`src/rtl/div_seq.sv`:
```
// div_seq: 32-bit sequential signed/unsigned divider, one quotient bit per clock.
// clk/rst(async low); start_i/annul_i/signed_div_i/opdata*_i in; result_o/ready_o/busy_o out.
module div_seq (
  input  logic        clk,
  input  logic        rst,
  input  logic        signed_div_i,
  input  logic [31:0] opdata1_i,
  input  logic [31:0] opdata2_i,
  input  logic        start_i,
  input  logic        annul_i,
  output logic [63:0] result_o,
  output logic        ready_o,
  output logic        busy_o
);

  typedef enum logic [1:0] {
    S_FREE,
    S_BYZERO,
    S_ON,
    S_END
  } state_t;

  state_t      state;
  logic [5:0]  cnt;
  logic [64:0] w;
  logic [31:0] dvsr;
  logic        neg_q;
  logic        neg_r;

  logic [31:0] mag1;
  logic [31:0] mag2;
  logic [33:0] diff;
  logic [31:0] quot;
  logic [31:0] rem;

  always_comb begin
    mag1 = opdata1_i;
    mag2 = opdata2_i;
    if (signed_div_i && opdata1_i[31])
      mag1 = ~opdata1_i + 32'd1;
    if (signed_div_i && opdata2_i[31])
      mag2 = ~opdata2_i + 32'd1;
  end

  // Trial subtract on the partial remainder after the left shift.
  // diff[33] is the borrow: set means the divisor did not fit.
  assign diff = w[64:31] - {2'b00, dvsr};

  assign quot = neg_q ? (~w[31:0] + 32'd1) : w[31:0];
  assign rem  = neg_r ? (~w[63:32] + 32'd1) : w[63:32];

  assign busy_o = (state == S_ON) || (state == S_BYZERO);

  always_ff @(posedge clk or negedge rst) begin
    if (!rst) begin
      state    <= S_FREE;
      cnt      <= 6'd0;
      w        <= 65'd0;
      dvsr     <= 32'd0;
      neg_q    <= 1'b0;
      neg_r    <= 1'b0;
      result_o <= 64'd0;
      ready_o  <= 1'b0;
    end else begin
      unique case (state)
        S_FREE: begin
          if (start_i && !annul_i) begin
            w     <= {33'd0, mag1};
            dvsr  <= mag2;
            neg_q <= signed_div_i
                     & (opdata1_i[31] ^ opdata2_i[31]);
            neg_r <= signed_div_i & opdata1_i[31];
            cnt   <= 6'd0;
            if (opdata2_i == 32'd0)
              state <= S_BYZERO;
            else
              state <= S_ON;
          end
        end
        S_BYZERO: begin
          if (annul_i) begin
            state    <= S_FREE;
            cnt      <= 6'd0;
            result_o <= 64'd0;
            ready_o  <= 1'b0;
          end else begin
            state    <= S_END;
            result_o <= 64'd0;
            ready_o  <= 1'b1;
          end
        end
        S_ON: begin
          if (annul_i) begin
            state    <= S_FREE;
            cnt      <= 6'd0;
            result_o <= 64'd0;
            ready_o  <= 1'b0;
          end else if (cnt != 6'd32) begin
            if (!diff[33])
              w <= {diff[32:0], w[30:0], 1'b1};
            else
              w <= {w[63:0], 1'b0};
            cnt <= cnt + 6'd1;
          end else begin
            state    <= S_END;
            result_o <= {rem, quot};
            ready_o  <= 1'b1;
          end
        end
        S_END: begin
          if (!start_i) begin
            state    <= S_FREE;
            result_o <= 64'd0;
            ready_o  <= 1'b0;
          end
        end
        default: state <= S_FREE;
      endcase
    end
  end

endmodule
```
`config.mk`:
```
export PLATFORM = sky130hd
export DESIGN_NAME = div_seq
export DESIGN_NICKNAME = d
export VERILOG_FILES = /design/src/rtl/div_seq.sv
export SDC_FILE = /design/constraint.sdc
export NUM_CORES = 1
export LEC_CHECK = 0
export BUFFER_PORTS_ARGS = -buffer_cell sky130_fd_sc_hd__buf_4
export CELL_PAD_IN_SITES_DETAIL_PLACEMENT = 1
export CELL_PAD_IN_SITES_GLOBAL_PLACEMENT = 2
export CORE_MARGIN = 2
export CORE_UTILIZATION = 36
export DETAILED_ROUTE_END_ITERATION = 10
export HOLD_SLACK_MARGIN = 0.06
export PLACE_DENSITY_LB_ADDON = 0.1
export SLEW_MARGIN = 15
export SYNTH_ARGS = -nofsm -noshare
export SYNTH_HDL_FRONTEND = slang
export SYNTH_SLANG_ARGS = --single-unit
```
`constraint.sdc`:
```
create_clock -name clk -period 3.7 [get_ports clk]
set_input_delay 0.185 -clock clk [delete_from_list [all_inputs] [get_ports clk]]
set_output_delay 0.185 -clock clk [all_outputs]
set_load 0.05 [all_outputs]
```
### Word level (Yosys, flattened, before mapping)

Cells that the tools add are included.

* add/sub/neg operators: 6
* $mul: 0
* divide/modulo/power cells: 0
* order comparisons: 0
* eq/ne operators: 11
* shift operators: 0
* multiplexer cells: 30
* bitwise logic cells: 7
* reduce and logical (&&, ||, !) cells: 15

Operator list (count)
* two-way mux 65 bit: 4
* two-way mux 64 bit: 3
* case mux 64 bit (3 select lines): 1
* case mux 65 bit (2 select lines): 1
* adder 32 x 1 -> 32 bit, second input constant: 4
* two-way mux 32 bit: 4
* NOT 32 bit: 4
* subtractor 34 x 32 -> 34 bit: 1
* zero test 32 bit: 1
* two-way mux 6 bit: 4
* case mux 6 bit (3 select lines): 1
* two-way mux 2 bit: 6
* != test 2 bit, second input constant: 4
* case mux 2 bit (4 select lines): 1
* AND reduction 4 bit: 2
* adder 6 x 1 -> 6 bit, second input constant: 1
* != test 6 bit, second input constant: 1
* AND reduction 3 bit: 2
* nonzero test 3 bit: 2
* equality test 2 bit, second input constant: 2
* two-way mux 1 bit: 4
* logical AND 1 bit: 3
* != test 3 x 2 -> 1 bit, second input constant: 1
* != test 3 bit, second input constant: 1
* 10 further kinds: 11

* bits in registers: 172
* bits in latches: 0
* RAM bits: 0
* bits in read-only memories: 0
* output and inout port bits: 66
* word-level logic and storage cells: 77
* memories kept: 0

### Depth between registers and ports, before layout

* depth in word-level cells: 6
* mapped depth: 14

### Worst setup path before layout

OpenSTA, ideal clock, no wires.

* path kind: flip-flop to flip-flop
* start point: reg w[43]
* end point: reg result_o[63]
* library setup time: 0.129 ns
* data arrival time: 3.146 ns
* setup slack: 0.425 ns
* cell stages (with the launch flop): 10
* clock period less this slack: 3.275 ns
* path through: dfrtp_1 -> or4_4 -> or3_4 -> or3_4 -> or3_4 -> or4_4 -> or3_4 -> o31ai_4 -> xor2_1 -> o21ai_1

* longest elaborated chain between the ends: 6

Ends and longest elaborated chain
* start, declared: RTL line 25 `logic [64:0] w;`
* start signal, assigned: RTL line 68 `w <= {33'd0, mag1};`
* start signal, assigned: RTL line 100 `w <= {diff[32:0], w[30:0], 1'b1};`
* start signal, assigned: RTL line 102 `w <= {w[63:0], 1'b0};`
* NOT 32 bit: RTL line 50 `assign rem = neg_r ? (~w[63:32] + 32'd1) : w[63:32];`
* adder 32 x 1 -> 32 bit: RTL line 50
* two-way mux 32 bit: RTL line 50
* two-way mux 64 bit: RTL line 98 `end else if (cnt != 6'd32) begin`
* two-way mux 64 bit: RTL line 93 `if (annul_i) begin`
* case mux 64 bit (3 select lines): RTL line 65 `unique case (state)`
* end signal, assigned: RTL line 106 `result_o <= {rem, quot};`
* end, declared: RTL line 11 `output logic [63:0] result_o,`

No other way between the ends. The select of a mux whose other input is x is not followed.
A chain may end at the register's enable or synchronous reset.

### Worst setup path after layout

* start point: reg w[32]
* end point: reg w[53]

* longest elaborated chain between the ends: 5

Ends and longest elaborated chain
* subtractor 34 x 32 -> 34 bit: RTL line 47 `assign diff = w[64:31] - {2'b00, dvsr};`
* two-way mux 65 bit: RTL line 99 `if (!diff[33])`
* two-way mux 65 bit: RTL line 98
* two-way mux 65 bit: RTL line 93
* case mux 65 bit (2 select lines): RTL line 65

No other way between the ends. The select of a mux whose other input is x is not followed.

==> PnR_summary.wiki <==
{| class="wikitable"
! Metric !! Value
|-
| Top FF cell, synth || sky130_fd_sc_hd__dfrtp_1
|-
| Count of cells along the worst register-to-register path || 11
|-
| Data arrival time at the worst-slack endpoint || 3850 ps
|-
| Fraction of final layout cells with drive strength greater than 1 || 15.1%
|-
| Switching share of power || 50.6%
|-
| Final cycle utilization of the critical path || 94.2%
|-
| Share of synthesized flip-flops with an asynchronous set or reset || 100%
|-
| Synthesized flop and latch total || 172
|-
| Global placement routability congestion || 0.826
|-
| Source of the worst register-to-register timing path || w[32]
|-
| Die height || 181 um
|-
| Post-DP HPWL || 26.3 mm
|-
| LEAKAGE || 6.23 nW
|-
| Vias post-DR || 10200
|-
| Status || completed
|-
| Unrepaired setup endpoints after global routing || false
|-
| Synthesis Warnings || 0
|-
| Sequential Power Share || 25.4%
|-
| Biggest fanout along the worst timing path || 4
|-
| Wire length of the first global-routing pass || 56.8 mm
|-
| First element of the critical path || w[32]
|-
| Min Hold Slack || 82.8 ps
|-
| Tightest Hold Check Type || in2reg
|-
| Mean routed wirelength per cell || 17.9 um
|-
| Setup TNS Final || 0 ps
|-
| Top cell type by total area after synthesis || sky130_fd_sc_hd__dfrtp_1
|-
| Power consumption || 0.0129 W
|-
| Crit path capture type || flip-flop
|-
| Area growth from synthesis to final layout || 22.0%
|-
| Utilization of the core after routing || 44.9%
|-
| GR met1 Demand/Resource || 31.2%
|-
| Antenna diodes || 0
|-
| Power Dens Cells || 933 mW/mm2
|-
| Most used standard cells in the synthesized netlist || sky130_fd_sc_hd__nand2_1 (222), sky130_fd_sc_hd__o21ai_0 (202), sky130_fd_sc_hd__dfrtp_1 (172)
|-
| DIE AREA || 0.0328 mm2
|-
| Routing usage on met3 || 2.78%
|-
| Measured slew at the worst slew-check pin || 1070 ps
|-
| Max Clock Skew || 11.9 ps
|-
| Total internal power || 0.00635 W
|-
| Number of antenna violations at the first check in global routing || 0
|-
| Final setup vio count || 0
|-
| Top cells by area, synth || sky130_fd_sc_hd__dfrtp_1 (38%), sky130_fd_sc_hd__o21ai_0 (8.9%), sky130_fd_sc_hd__nand2_1 (7.4%), sky130_fd_sc_hd__xor2_1 (6.6%), sky130_fd_sc_hd__a21oi_1 (4.8%)
|-
| Highest Clock Rate || 287 MHz
|-
| Headroom to the max-slew limit || 28.9%
|-
| Portion of synthesized cell area occupied by the leading cell type || 38.1%
|-
| Die W || 181 um
|-
| Number of clock sinks || 172
|-
| Combined area of all synthesized cells || 0.0113 mm2
|-
| Category of the most critical setup path || reg2reg
|-
| Synthesized netlist net count || 1486
|-
| Number of enable-type register cells in the synthesized netlist || 0
|-
| I/O pin count || 135
|-
| Sequential element share of the synthesized area || 38.1%
|-
| Final wirelength || 34.7 mm
|-
| CTS H-tree depth || 4
|-
| Busiest grt layer || met2
|-
| Reg-to-reg critical path endpoint || w[53]
|-
| Average cell area after synthesis || 8.24 um2
|-
| IO Port Bufs || 134
|-
| Peak supply drop || 0.636 mV
|-
| Total Routing Usage GR || 21.5%
|-
| Combinational Power Share || 60.6%
|-
| Per-cell via count in the routed design || 5.29
|-
| Net Switching || 0.00651 W
|-
| Drc violations || 0
|-
| Final period demand of the worst path || 3480 ps
|-
| Last element of the critical path || w[53]
|-
| Number of standard cells in the layout, taps in and fillers out || 1936
|-
| Kind of launch point of the worst setup path || flip-flop
|-
| CTS root buf || sky130_fd_sc_hd__clkbuf_16
|-
| Register-to-Register Setup Slack || 220 ps
|-
| Iteration-0 DRC count of the detailed router || 447
|-
| Placed insts || 1878
|-
| Total overflow reported by the global router || 0
|-
| Post-Syn Instances || 1373
|-
| Final #Nets || 1640
|-
| Placement Rows || 64
|-
| Worst path required time || 4070 ps
|-
| Met2 usage in global routing || 34.0%
|-
| Clock slew seen by the registers of the worst setup and hold paths || 80 ps
|-
| Number of buffers added by the clock tree synthesis step || 17
|-
| Yosys cell types || 60
|-
| Worst stage delay on the critical path || 590 ps
|-
| Largest net degree at the start of global routing || 98
|-
| Final slew viol count || 0
|-
| Count of maximum capacitance violations || 0
|-
| Pre-antenna DRT Iters || 5
|-
| CTS tree || built
|-
| Buffer levels on the longest clock path || 2
|-
| Cell-by-cell trace of the critical path || ha_1, nor2b_1, o2111ai_1, a31o_2, o311ai_0, a2111oi_0, buf_4, o31ai_1, a41oi_1, xor2_1, o21ai_0
|-
| Most used standard cell by instance count after synthesis || sky130_fd_sc_hd__nand2_1
|-
| Cell with the largest stage delay on the worst path || sky130_fd_sc_hd__o311ai_0
|-
| Antenna-violating nets left || 0
|-
| Part of the power in the clock network || 13.9%
|-
| CORE AREA || 0.0307 mm2
|-
| Initial Util || 36.8%
|-
| Clock latency of the later-clocked register in the worst-skew pair || 450 ps
|-
| Vias in the first global route || 10400
|-
| Final-report hold violation count || 0
|}
==> worst min path at each step <==
stage | from | to | slack, ps | depth (start not counted)
4_1_cts | opdata2_i[12] | dvsr[12] | 60 | 3
2_1_floorplan | rst | cnt[0] | -110 | 0
6_report | opdata2_i[12] | dvsr[12] | 80 | 3
3_5_place_dp | rst | result_o[12] | 230 | 1
5_1_grt | opdata1_i[31] | neg_q | 80 | 4
3_3_place_gp | rst | result_o[12] | 220 | 1
==> cell usage in the layout (no fill, tap or decap), drive strengths merged, types with 6 or more instances in the layout <==
master / instances
nand2: 222
o21ai: 205
buf: 175
dfrtp: 172
a21oi: 108
xor2: 85
nor2: 79
inv: 65
xnor2: 59
o31ai: 48
ha: 43
dlygate4sd3: 26
or3: 21
nor3: 17
clkbuf: 17
nand3: 16
or4: 16
a21o: 14
and2: 14
nor4: 14
o41ai: 14
a22oi: 10
and3: 8
a211oi: 8
mux2i: 7
or2: 7
o211ai: 6
a31oi: 6
clkinv: 6
==> power groups by stage <==
stage / sequential, W / clock, W / combinational, W
floorplan: 0.00383 / 0 / 0.00483
CTS: 0.00327 / 0.00184 / 0.00785
global placement: 0.00327 / 0 / 0.00768
global route: 0.00339 / 0.00192 / 0.00868
detailed placement: 0.00331 / 0 / 0.00780
finish: 0.00327 / 0.00179 / 0.00780
==> critical path: cells and delay by family, from the launching register on <==
kind	cells	cell delay, ps
xor+xnor	1	190
flops	1	420
compound gates	7	2130
buf+inv	1	180
simple gates	1	190
fa+ha+maj	1	280
==> state kept, by name, summed over array words and instances, names as in the netlist <==
name      count
neg_q         1
state         2
cnt           6
result_o     64
ready_o       1
neg_r         1
w            65
dvsr         32
==> layout make-up <==
type / count / area [um2]
repair buffers: 201 / 1620
clock inverters: 15 / 155
clock buffers: 17 / 425
well taps: 396 / 495
fillers: 3729 / 17000
flip-flops and latches: 172 / 4300
inverters: 59 / 221
multi-input cells: 1076 / 6580
==> routing by layer <==
layer  part of all wire (%)  routed length, um  vias to the layer above
li1                       -                  -                     5139
met1                     51              17600                     4939
met2                     45              15700                      141
met3                    2.8                968                       20
met4                    1.0                352                        0
met5                      0                  0                        -
==> stage by stage <==
stage	instance area [um2]	worst slack, ps
after floorplan	11300	425
after global placement	12900	283
after detailed placement	12900	208
after CTS	13800	102
after global routing	13800	0.122
final	13800	215
==> kinds of logic after synthesis <==
family	after synthesis	synth area share, %
XOR/XNOR	144	11.2
multiplexers	8	0.719
adder cells (fa/ha/maj)	44	4.94
AO/OA/AOI/OAI	452	23.8
buffers and inverters	125	4.15
AND/OR/NAND/NOR	428	17.2
flip-flops	172	38.1
==> what timing repair did <==
action,4_1_cts,5_1_grt
hold buffers,26,0
setup buffers,0,0
resized for setup,0,3
endpoints found under the setup margin,0,14
hold endpoints to repair,85,0
(Power assumes the default switching activity.)
